===== src/rtl/alu_issue_queue.sv =====
// ALU issue queue: DEPTH-entry FIFO of {op, a, b} with sticky illegal-opcode flag.
// Optional macro ALU_ISSUE_BYPASS_EN passes an entry straight through when the queue is empty.
module alu_issue_queue #(
    parameter int DATA_W = 8,
    parameter int DEPTH  = 4
) (
    input  logic                     clk,
    input  logic                     rst_n,
    input  logic                     in_valid,
    input  logic [3:0]               in_op,
    input  logic [DATA_W-1:0]        in_a,
    input  logic [DATA_W-1:0]        in_b,
    output logic                     in_ready,
    output logic                     out_valid,
    output logic [3:0]               out_op,
    output logic [DATA_W-1:0]        out_a,
    output logic [DATA_W-1:0]        out_b,
    input  logic                     out_ready,
    output logic [$clog2(DEPTH):0]   count,
    output logic                     illegal_err,
    input  logic                     err_clr
);
    localparam int PW = $clog2(DEPTH);
    localparam int CW = PW + 1;
    localparam logic [3:0]    K_PASS_INPUTA = 4'h0;
    localparam logic [3:0]    K_OP_MAX      = 4'hC;
    localparam logic [CW-1:0] K_FULL        = CW'(DEPTH);

    typedef struct packed {
        logic [3:0]        op;
        logic [DATA_W-1:0] a;
        logic [DATA_W-1:0] b;
    } entry_t;

    entry_t          mem_q [DEPTH];
    entry_t          last_q, last_d;
    entry_t          in_entry, out_entry;
    logic [PW-1:0]   rd_ptr_q, rd_ptr_d, wr_ptr_q, wr_ptr_d;
    logic [CW-1:0]   count_q, count_d;
    logic            err_q, err_d;
    logic            legal, empty, full, bypass, accept, push, pop;

    assign in_entry = {in_op, in_a, in_b};
    assign legal    = (in_op <= K_OP_MAX);
    assign empty    = (count_q == '0);
    assign full     = (count_q == K_FULL);

`ifdef ALU_ISSUE_BYPASS_EN
    assign bypass = empty && in_valid && legal && out_ready;
`else
    assign bypass = 1'b0;
`endif

    assign out_valid = !empty || bypass;
    assign in_ready  = rst_n && (!full || (out_valid && out_ready));
    assign accept    = in_valid && in_ready;
    assign push      = accept && legal && !bypass;
    assign pop       = !empty && out_ready;

    // When empty the outputs show the last entry handed to the ALU.
    always_comb begin
        out_entry = last_q;
        if (bypass) begin
            out_entry = in_entry;
        end else if (!empty) begin
            out_entry = mem_q[rd_ptr_q];
        end
    end

    assign out_op      = out_entry.op;
    assign out_a       = out_entry.a;
    assign out_b       = out_entry.b;
    assign count       = count_q;
    assign illegal_err = err_q;

    always_comb begin
        last_d   = last_q;
        rd_ptr_d = rd_ptr_q;
        wr_ptr_d = wr_ptr_q;
        count_d  = count_q;
        err_d    = err_q;
        if (out_valid && out_ready) begin
            last_d = out_entry;
        end
        if (pop) begin
            rd_ptr_d = rd_ptr_q + PW'(1);
        end
        if (push) begin
            wr_ptr_d = wr_ptr_q + PW'(1);
        end
        if (push && !pop) begin
            count_d = count_q + CW'(1);
        end else if (pop && !push) begin
            count_d = count_q - CW'(1);
        end
        // A same-cycle illegal accept wins over the clear.
        if (accept && !legal) begin
            err_d = 1'b1;
        end else if (err_clr) begin
            err_d = 1'b0;
        end
    end

    always_ff @(posedge clk or negedge rst_n) begin
        if (!rst_n) begin
            last_q   <= '{op: K_PASS_INPUTA, a: '0, b: '0};
            rd_ptr_q <= '0;
            wr_ptr_q <= '0;
            count_q  <= '0;
            err_q    <= 1'b0;
        end else begin
            last_q   <= last_d;
            rd_ptr_q <= rd_ptr_d;
            wr_ptr_q <= wr_ptr_d;
            count_q  <= count_d;
            err_q    <= err_d;
        end
    end

    always_ff @(posedge clk) begin
        if (push) begin
            mem_q[wr_ptr_q] <= in_entry;
        end
    end
endmodule


===== config.mk =====
export PLATFORM = sky130hd
export DESIGN_NAME = alu_issue_queue
export DESIGN_NICKNAME = d
export VERILOG_FILES = /design/src/rtl/alu_issue_queue.sv
export SDC_FILE = /design/constraint.sdc
export NUM_CORES = 1
export LEC_CHECK = 0
export ABC_AREA = 1
export CAP_MARGIN = 10
export CELL_PAD_IN_SITES_DETAIL_PLACEMENT = 0
export CELL_PAD_IN_SITES_GLOBAL_PLACEMENT = 1
export CORE_UTILIZATION = 30
export CTS_BUF_LIST = sky130_fd_sc_hd__clkbuf_4
export CTS_CLUSTER_DIAMETER = 100
export DETAILED_ROUTE_END_ITERATION = 7
export PLACE_DENSITY = 0.66
export SYNTH_ARGS = -nofsm -noshare
export SYNTH_HDL_FRONTEND = slang
export SYNTH_SLANG_ARGS = --single-unit
export TNS_END_PERCENT = 100

===== constraint.sdc =====
create_clock -name clk -period 2.9 [get_ports clk]
set_input_delay 0.58 -clock clk [delete_from_list [all_inputs] [get_ports clk]]
set_output_delay 0.58 -clock clk [all_outputs]
set_load 0.02 [all_outputs]

==> run_results.csv, run 1 <==
group,metric,value,unit
synthesis,yosys_warnings,0,
layout,final_util,36.8,%
clock_network,clockBufferDepth,2,
global_route,grt_pass1_vias,2820,
die,rows,44,
layout,final-instance-count-excl-fill,648,
sta,finalHoldWorstSlack,0.509,ns
route,dr_total_vias,2873,
route,ant_nets,0,
critical_path,path_delay_family,"buffers and inverters",
synthesis,synth_top_area_share,53.2,%
die,core,14600,sq um
layout,drive_gt1_share,7.99,%
die,die_area,15500,sq um
critical_path,critPathRequiredTime,2.32,ns
critical_path,startpoint_type,"register",
route,drc,0,
clock_network,cts_buffers,9,
synthesis,synth_flop_cell,"edfxtp_1",
sta,timing.final.crit_share,94.5,%
sta,worst_clock_skew,0.0157,ns
synthesis,yosysTopAreaCell,"edfxtp_1",
die,die_w,125,microns
critical_path,cp_slowest_cell,"clkdlybuf4s50_1",
route,avgRoutedWirePerCell,14.2,microns
layout,layout.nets,489,
min_path,hp-start,"last_q[9]",
critical_path,crit_fanout,11,
clock_network,cts_max_level,3,
sta,drv_slew,0,
global_route,grt_max_degree,42,
clock_network,clkLatencyLatePin,0.44,ns
die,num_io_pins,51,
clock_network,cts_tree,"done",
synthesis,synth_area_per_cell,11.1,sq um
synthesis,syn_area,4520,sq um
critical_path,endpoint_kind,"output pin",
global_route,overflow,0,
critical_path,crit_chain,"nor2_4 > nand2_4 > inv_2 > nand2_1 > o21ai_1 > clkdlybuf4s50_1",
synthesis,ys_seq_area_share,68.7,%
power,powerDensity,950,nW/um^2
layout,fillers,1395,
route,dr.first_iter.drc_count,162,
layout,layout-area-overhead-vs-synth,19.0,%
critical_path,slowest_delay,0.63,ns
clock_network,clk_pin_slew,0.16,ns
synthesis,synth_common_cells,"nand2_1 (152), edfxtp_1 (80), nand3_1 (40), o21ai_1 (40), dfrtp_1 (28)",
synthesis,synthArstFlopShare,25.9,%
sta,setup_tns,0,ns
route,routed_wl,9.18,mm
global_route,grt_pass1_wl,15.1,mm
min_path,min_path_type,"reg -> reg",
sta,timing.slew.headroom,74.8,%
global_route,track_usage,12.6,%
sta,worstMarginPinSlew,0.378,ns
route,via_per_inst,4.43,
route,met3WireLength,358,microns
power,ir_drop,0.259,mV
synthesis,synth_cell_types,25,
route,dr.pass1.iters,4,
critical_path,cp.buffers_inverters,2,
clock_network,cts_root_buf,"clkbuf_4",
critical_path,path_class,"reg -> out",
run_status,outcome,"finished, final reports clean",
critical_path,reg2reg_from,"count[1]",
job,maxCapViolCount,0,
placement,port_buffers,50,
route,met2_length,4.21,mm
sta,rsz0062_at_grt,"false",
placement,dp_hpwl,6.00,mm
route,top_layer,"met4",
synthesis,yosys_register_bits,108,
synthesis,synth_edf_count,80,
synthesis,synth_area_leaders,"edfxtp_1 (53%), dfrtp_1 (16%), nand2_1 (13%)",
placement,gp_congestion,0.704,
power,p_leak,2.11,nW
global_route,antenna_found_initial,1,
placement,dp_cells,630,
die,die_y,125,microns
sta,fin_crit,2.74,ns
sta,fmax,365,MHz
sta,finalSetupViolCount,0,
critical_path,arrival,2.16,ns
synthesis,netlist_instances,405,
route,m1WireLength,4.47,mm
clock_network,numClockSinks,108,
synthesis,syn_nets,436,
die,start_util,31.0,%
synthesis,yosysMostFrequentCell,"nand2_1",
sta,finalHoldViolCount,0,
critical_path,critPathLaunch,"count[1]",
[sequential cells by signal (all words and copies together), names as in the netlist]
name / count
mem_q: 80
last_q: 20
rd_ptr_q: 2
wr_ptr_q: 2
illegal_err: 1
count: 3
[cell usage in the layout, fill, tap and decap left out, types with 2 or more instances in the layout]
master and count:
ha_1 5, nor2_1 8, nand2_4 2, xor2_1 2, dfrtp_1 27, buf_12 5, inv_1 14, o21ai_1 40
dlygate4sd2_1 16, clkinv_2 2, clkdlybuf4s50_1 32, clkinv_4 2, nand4_1 3, nand3_1 40, buf_4 7, clkbuf_4 10
dlymetal6s2s_1 2, nand2_1 152, edfxtp_1 80
[metrics by stage]
step                      total power, W  setup slack (ns)  area [sq um]
final                            0.00511             0.159          5380
after global routing             0.00551            0.0190          5380
after CTS                        0.00520            0.0376          5360
after detailed placement         0.00467             0.171          5250
after global placement           0.00464             0.222          5250
after floorplan                  0.00370             0.619          4520
[power by group]
group / leakage (nW) / switching (W) / internal (W) / total, W
combinational: 0.980 / 0.00149 / 0.000855 / 0.00235
clock: 0.0682 / 0.000476 / 0.000188 / 0.000664
sequential: 1.06 / 0.000154 / 0.00194 / 0.00210
total: 2.11 / 0.00212 / 0.00299 / 0.00511
[path summary, 6_finish.rpt]
kind	end	cells past startpoint	slack [ns]
min in group asynchronous	wr_ptr_q[0]	2	0.58
max in group asynchronous	rd_ptr_q[0]	2	2.02
max reg2reg	count[1]	8	0.99
min	last_q[9]	2	0.51
max	out_a[5]	6	0.16
min reg2reg	last_q[9]	2	0.51
[kinds of logic after synthesis]
logic type	Yosys count	share of synthesized area, %
xor+xnor	3	0.582
fa+ha+maj	6	1.83
flops	108	68.7
simple gates	207	19.0
mux	1	0.249
compound gates	43	4.90
buf+inv	37	4.68
[area by class of cell]
class / instances / area (sq um) / area share, %
Antenna cell: 1 / 2.50 / 0.0466
Clock buffer: 10 / 75.1 / 1.40
Clock inverter: 6 / 40.0 / 0.745
Inverter: 16 / 72.6 / 1.35
Multi-Input combinational cell: 260 / 1200 / 22.3
Sequential cell: 108 / 3100 / 57.8
Tap cell: 184 / 230 / 4.28
Timing Repair Buffer: 63 / 649 / 12.1
[routing by layer]
layer	GRT usage [%]	vias up
met4	5.67	0
met5	0	-
met2	19.6	50
met1	17.2	1351
li1	-	1464
met3	2.02	8
[worst register-to-register path, delay by kind of cell (launching register included)]
family / cells / cell delay, ns
DFF: 1 / 0.47
and+or+nand+nor: 3 / 0.35
buffers and inverters: 2 / 0.14
adders and majority gates: 2 / 0.59
muxes: 1 / 0.26
[timing repair]
action	in CTS	in global routing
setup buffers	1	0
resized for setup	19	4
endpoints found under the hold margin	0	0
endpoints found under the setup margin	20	4
hold buffers	0	0
(Power assumes the default switching activity.)
==> run 2, diff against run 1 <==
- clock period: 2.9 -> 2.7 ns (I/O delays scaled with it)
==> run 2 against run 1 <==
Register-to-register slack worse by 0.22 ns; final area increased by 0.70%; hold slack worse by 0.0055 ns; final cell count up 0.62%; critical path type unchanged; largest power group unchanged.
==> run_results.csv, run 2 (same netlist as run 1, synthesis figures left out) <==
group,metric,value,unit
die,rows,44,
sta,timing.slew.headroom,73.4,%
critical_path,critPathLaunch,"count[1]",
global_route,track_usage,12.6,%
critical_path,crit_fanout,30,
sta,finalHoldViolCount,0,
route,dr.first_iter.drc_count,173,
layout,top_register,"mem_q",
power,p_switching,0.00229,W
critical_path,crit_chain,"nor2_4 > nand2_4 > inv_4 > buf_12 > nand2_1 > o21ai_1 > clkdlybuf4s15_1",
min_path,min_path_type,"reg -> reg",
critical_path,slowest_delay,0.48,ns
layout,final_area,5410,sq um
global_route,grt_pass1_vias,2700,
clock_network,cts_root_buf,"clkbuf_4",
route,drc,0,
die,die_y,125,microns
clock_network,numClockSinks,108,
power,sw_frac_of_total,41.0,%
placement,place_area,5300,sq um
route,dr_total_vias,2881,
layout,largest_reg_flops,80,
critical_path,path_class,"reg -> out",
power,powerDensity,1030,nW/um^2
route,ant_nets,0,
clock_network,cts_max_level,3,
sta,worstMarginPinSlew,0.398,ns
power,p_clk_share,13.9,%
die,die_w,125,microns
clock_network,cts_buffers,9,
die,die_area,15500,sq um
layout,fillers,1412,
clock_network,clockBufferDepth,2,
layout,layout-area-overhead-vs-synth,19.9,%
power,ir_drop,0.329,mV
job,maxCapViolCount,0,
sta,worst_clock_skew,0.0134,ns
run_status,outcome,"finished, final reports clean",
critical_path,path_delay_family,"buffers and inverters",
power,combPwrFrac,45.8,%
clock_network,clk_pin_slew,0.15,ns
route,via_per_inst,4.42,
sta,drv_slew,0,
global_route,antenna_found_initial,1,
clock_network,clkLatencyLatePin,0.44,ns
die,start_util,31.0,%
power,seqPwrFrac,40.3,%
power,power.internal,0.00329,W
global_route,grt_max_degree,42,
route,routed_wl,9.46,mm
sta,rsz0062_at_grt,"false",
power,p_leak,2.12,nW
critical_path,cp.buffers_inverters,3,
sta,setup_tns,0,ns
placement,dp_hpwl,6.07,mm
route,dr.pass1.iters,4,
layout,layout_common_cells,"nand2_1 (152), edfxtp_1 (80), nand3_1 (40), o21ai_1 (40), clkdlybuf4s50_1 (30)",
clock_network,cts_tree,"done",
critical_path,cp_slowest_cell,"dfrtp_1",
die,core,14600,sq um
global_route,overflow,0,
placement,port_buffers,50,
placement,gp_congestion,0.703,
sta,finalSetupViolCount,0,
global_route,grt_pass1_wl,15.0,mm
layout,drive_gt1_share,9.42,%
sta,fin_crit,2.55,ns
critical_path,startpoint_type,"register",
min_path,hp-start,"illegal_err",
critical_path,endpoint_kind,"output pin",
layout,layout.nets,493,
sta,finalHoldWorstSlack,0.503,ns
critical_path,reg2reg_from,"count[1]",
clock_network,post_cts_buffers,0,
sta,fmax,392,MHz
sta,timing.final.crit_share,94.5,%
critical_path,critPathRequiredTime,2.16,ns
route,avgRoutedWirePerCell,14.5,microns
die,num_io_pins,51,
critical_path,arrival,2.01,ns
layout,layout_commonest_cell,"nand2_1",
==> run 2: metrics by stage <==
stage | worst slack (ns) | instances | util, % | power [W]
3_5_place_dp | 0.0754 | 635 | 36.3 | 0.00507
3_3_place_gp | 0.127 | 635 | 36.3 | 0.00504
4_1_cts | 0.00859 | 651 | 37.1 | 0.00566
2_1_floorplan | 0.459 | 405 | - | 0.00397
5_1_grt | 0.000240 | 652 | 37.1 | 0.00599
6_report | 0.149 | 652 | 37.1 | 0.00558
==> run 2: worst paths after layout <==
path	slack [ns]	cells past startpoint	end
setup / recovery	0.15	7	out_b[7]
hold / removal	0.50	2	illegal_err
setup reg to reg	0.77	8	count[1]
hold reg to reg	0.50	2	illegal_err
max in group asynchronous	1.86	2	rd_ptr_q[0]
min in group asynchronous	0.54	2	illegal_err
==> run 2: worst register-to-register path: stages, from the launching register on <==
cell     delay (ns)
dfrtp_1        0.48
nor2_4         0.19
nand2_1        0.07
nand4_1        0.09
inv_1          0.05
ha_1           0.18
inv_1          0.10
fa_1           0.42
mux2_2         0.26
==> run 2: per-layer routing <==
metal  GRT usage (%)  share of wire (%)
met5               0                  0
met4            5.74                1.6
met3            1.80                4.1
met2            19.8                 46
met1            17.2                 48
==> run 2: area by class of cell <==
cell class / instances / area [sq um] / area share [%]
clock inverter: 6 / 56.3 / 1.04
multi-input combinational: 260 / 1200 / 22.2
tap: 184 / 230 / 4.25
clock buffer: 10 / 75.1 / 1.39
antenna: 1 / 2.50 / 0.0462
sequential: 108 / 3100 / 57.4
timing repair buffer: 67 / 676 / 12.5
inverter: 16 / 67.6 / 1.25
==> run 2: power groups by stage <==
stage               combinational, W  clock [W]  sequential, W
global route                 0.00285   0.000858        0.00229
finish                       0.00256   0.000777        0.00225
global placement             0.00277          0        0.00227
CTS                          0.00260   0.000807        0.00225
detailed placement           0.00279          0        0.00228
floorplan                    0.00169          0        0.00228
==> run 2: repair_timing <==
| action | in CTS | in global routing |
|---|---|---|
| gates resized for setup | 22 | 15 |
| setup endpoints to repair | 20 | 15 |
| pin swaps | 0 | 0 |
| hold buffers | 0 | 0 |
==> run 3, diff against run 2 <==
- CORE_MARGIN: unset -> 2
==> run 3 against run 2 <==
Final cell count is the same; largest cell class unchanged; highest routed layer is now met5; sequential cell count did not move; non-clock buffer count is 1 lower.
==> run_results.csv, run 3 (same netlist as run 1, synthesis figures left out) <==
group,metric,value,unit
die,rows,44,
layout,top_register,"mem_q",
critical_path,crit_fanout,40,
power,p_switching,0.00234,W
route,dr.pass1.iters,4,
sta,finalHoldViolCount,0,
sta,drv_slew,0,
critical_path,endpoint_kind,"output pin",
die,die_area,16000,sq um
critical_path,critPathRequiredTime,2.16,ns
die,die_y,127,microns
global_route,grt_pass1_wl,14.3,mm
route,avgRoutedWirePerCell,14.1,microns
route,ant_nets,0,
sta,fin_crit,2.52,ns
job,maxCapViolCount,0,
critical_path,startpoint_type,"register",
clock_network,clk_pin_slew,0.16,ns
placement,dp_hpwl,5.85,mm
layout,final_area,5420,sq um
placement,port_buffers,50,
critical_path,ff2ff_path_depth,8,
route,via_per_inst,4.43,
sta,fmax,396,MHz
sta,finalSetupViolCount,0,
layout,layout-area-overhead-vs-synth,20.0,%
critical_path,regToRegSetupSlack,0.75,ns
sta,worstMarginPinSlew,0.383,ns
power,combPwrFrac,44.8,%
clock_network,cts_root_buf,"clkbuf_4",
power,ir_drop,0.309,mV
critical_path,arrival,1.98,ns
power,powerDensity,1060,nW/um^2
route,routed_wl,9.20,mm
layout,fillers,1454,
clock_network,numClockSinks,108,
layout,final-instance-count-excl-fill,652,
power,seqPwrFrac,39.5,%
run_status,outcome,"finished, final reports clean",
min_path,min_path_type,"in -> async",
route,dr_total_vias,2889,
global_route,track_usage,11.8,%
layout,multiInputGateArea,1200,sq um
critical_path,reg2reg_from,"count[0]",
placement,dp_cells,631,
global_route,antenna_found_initial,2,
placement,place_area,5210,sq um
layout,layout.nets,493,
route,drc,0,
power,p_leak,2.13,nW
power,sw_frac_of_total,40.8,%
global_route,overflow,0,
layout,largest_reg_flops,80,
clock_network,clockBufferDepth,2,
global_route,grt_max_degree,42,
sta,rsz0062_at_grt,"false",
layout,layout_commonest_cell,"nand2_1",
die,num_io_pins,51,
critical_path,rr_endpoint,"count[1]",
global_route,grt_pass1_vias,2727,
layout,seqCellArea,3110,sq um
power,p_clk_share,15.7,%
clock_network,clkLatencyLatePin,0.45,ns
clock_network,cts_buffers,9,
layout,drive_gt1_share,9.21,%
placement,gp_congestion,0.699,
clock_network,cts_max_level,3,
clock_network,cts_tree,"done",
sta,timing.slew.headroom,74.5,%
sta,worst_clock_skew,0.0148,ns
die,core,14600,sq um
die,die_w,127,microns
clock_network,ctsHoldBuffers,0,
sta,timing.final.crit_share,93.4,%
layout,layout_common_cells,"nand2_1 (152), edfxtp_1 (80), nand3_1 (40), o21ai_1 (40), clkdlybuf4s50_1 (30)",
power,power.internal,0.00339,W
route,dr.first_iter.drc_count,177,
die,start_util,30.8,%
critical_path,path_class,"reg -> out",
-- run 3: cell count changes in the layout (fill, tap and decap cells not counted), moves of 2 or more --
cell / delta
clkbuf_2: -4
buf_4: +3
clkdlybuf4s15_1: -4
dlygate4sd2_1: +7
buf_12: -4
clkinvlp_4: +2
-- run 3: power groups by stage --
stage | Sequential [W] | Combinational (W) | Clock (W)
floorplan | 0.00228 | 0.00169 | 0
global placement | 0.00227 | 0.00268 | 0
detailed placement | 0.00228 | 0.00272 | 0
CTS | 0.00226 | 0.00261 | 0.000941
global route | 0.00230 | 0.00283 | 0.000987
finish | 0.00226 | 0.00256 | 0.000902
-- run 3: how the worst max path moves through the flow --
| stage | cells after the start | startpoint | endpoint |
|---|---|---|---|
| final | 7 | count[0] | out_op[0] |
| after global routing | 7 | count[1] | out_a[4] |
| after CTS | 6 | rd_ptr_q[0] | out_a[5] |
| after detailed placement | 10 | in_op[3] | count[1] |
| after global placement | 10 | in_op[3] | count[1] |
| after floorplan | 5 | in_op[3] | mem_q[0][0] |
-- run 3: area by class of cell --
cell class,count,share of cell area [%]
flip-flops and latches,108,57.3
inverters,16,1.41
repair buffers,66,11.6
repair inverters,1,0.139
well taps,184,4.25
clock inverters,7,1.80
multi-input cells,260,22.2
clock buffers,9,1.25
diodes,1,0.0462
-- run 3: critical path: stages, from the launching register on --
cell and delay (ns):
dfrtp_1 0.49, nor2_4 0.17, nand2_4 0.09, inv_2 0.07, buf_12 0.18, nand2_1 0.06
o21ai_1 0.11, dlygate4sd2_1 0.36
-- run 3: stage by stage --
stage / setup TNS, ns / setup WS, ns / total power (W) / hold slack (ns) / utilization, %
3_3_place_gp: 0 / 0.115 / 0.00495 / 0.468 / 35.6
5_1_grt: 0 / 0.0223 / 0.00612 / 0.517 / 37.0
2_1_floorplan: 0 / 0.459 / 0.00397 / 0.244 / -
3_5_place_dp: 0 / 0.0652 / 0.00500 / 0.478 / 35.6
4_1_cts: -0.130 / -0.130 / 0.00581 / 0.477 / 36.9
6_report: 0 / 0.178 / 0.00573 / 0.498 / 37.0
-- run 3: metal layers --
metal	up-vias	share of wire [%]	global-route usage [%]
met5	-	0.13	0
met3	14	3.0	1.98
li1	1474	-	-
met2	51	46	19.1
met4	2	1.9	5.37
met1	1348	49	15.6
-- run 3: repair_timing --
item / 4_1_cts / 5_1_grt
buffers inserted: 3 / 0
endpoints found under the setup margin: 20 / 1
cloned: 1 / 0
resized for setup: 26 / 2
hold endpoints to repair: 0 / 0
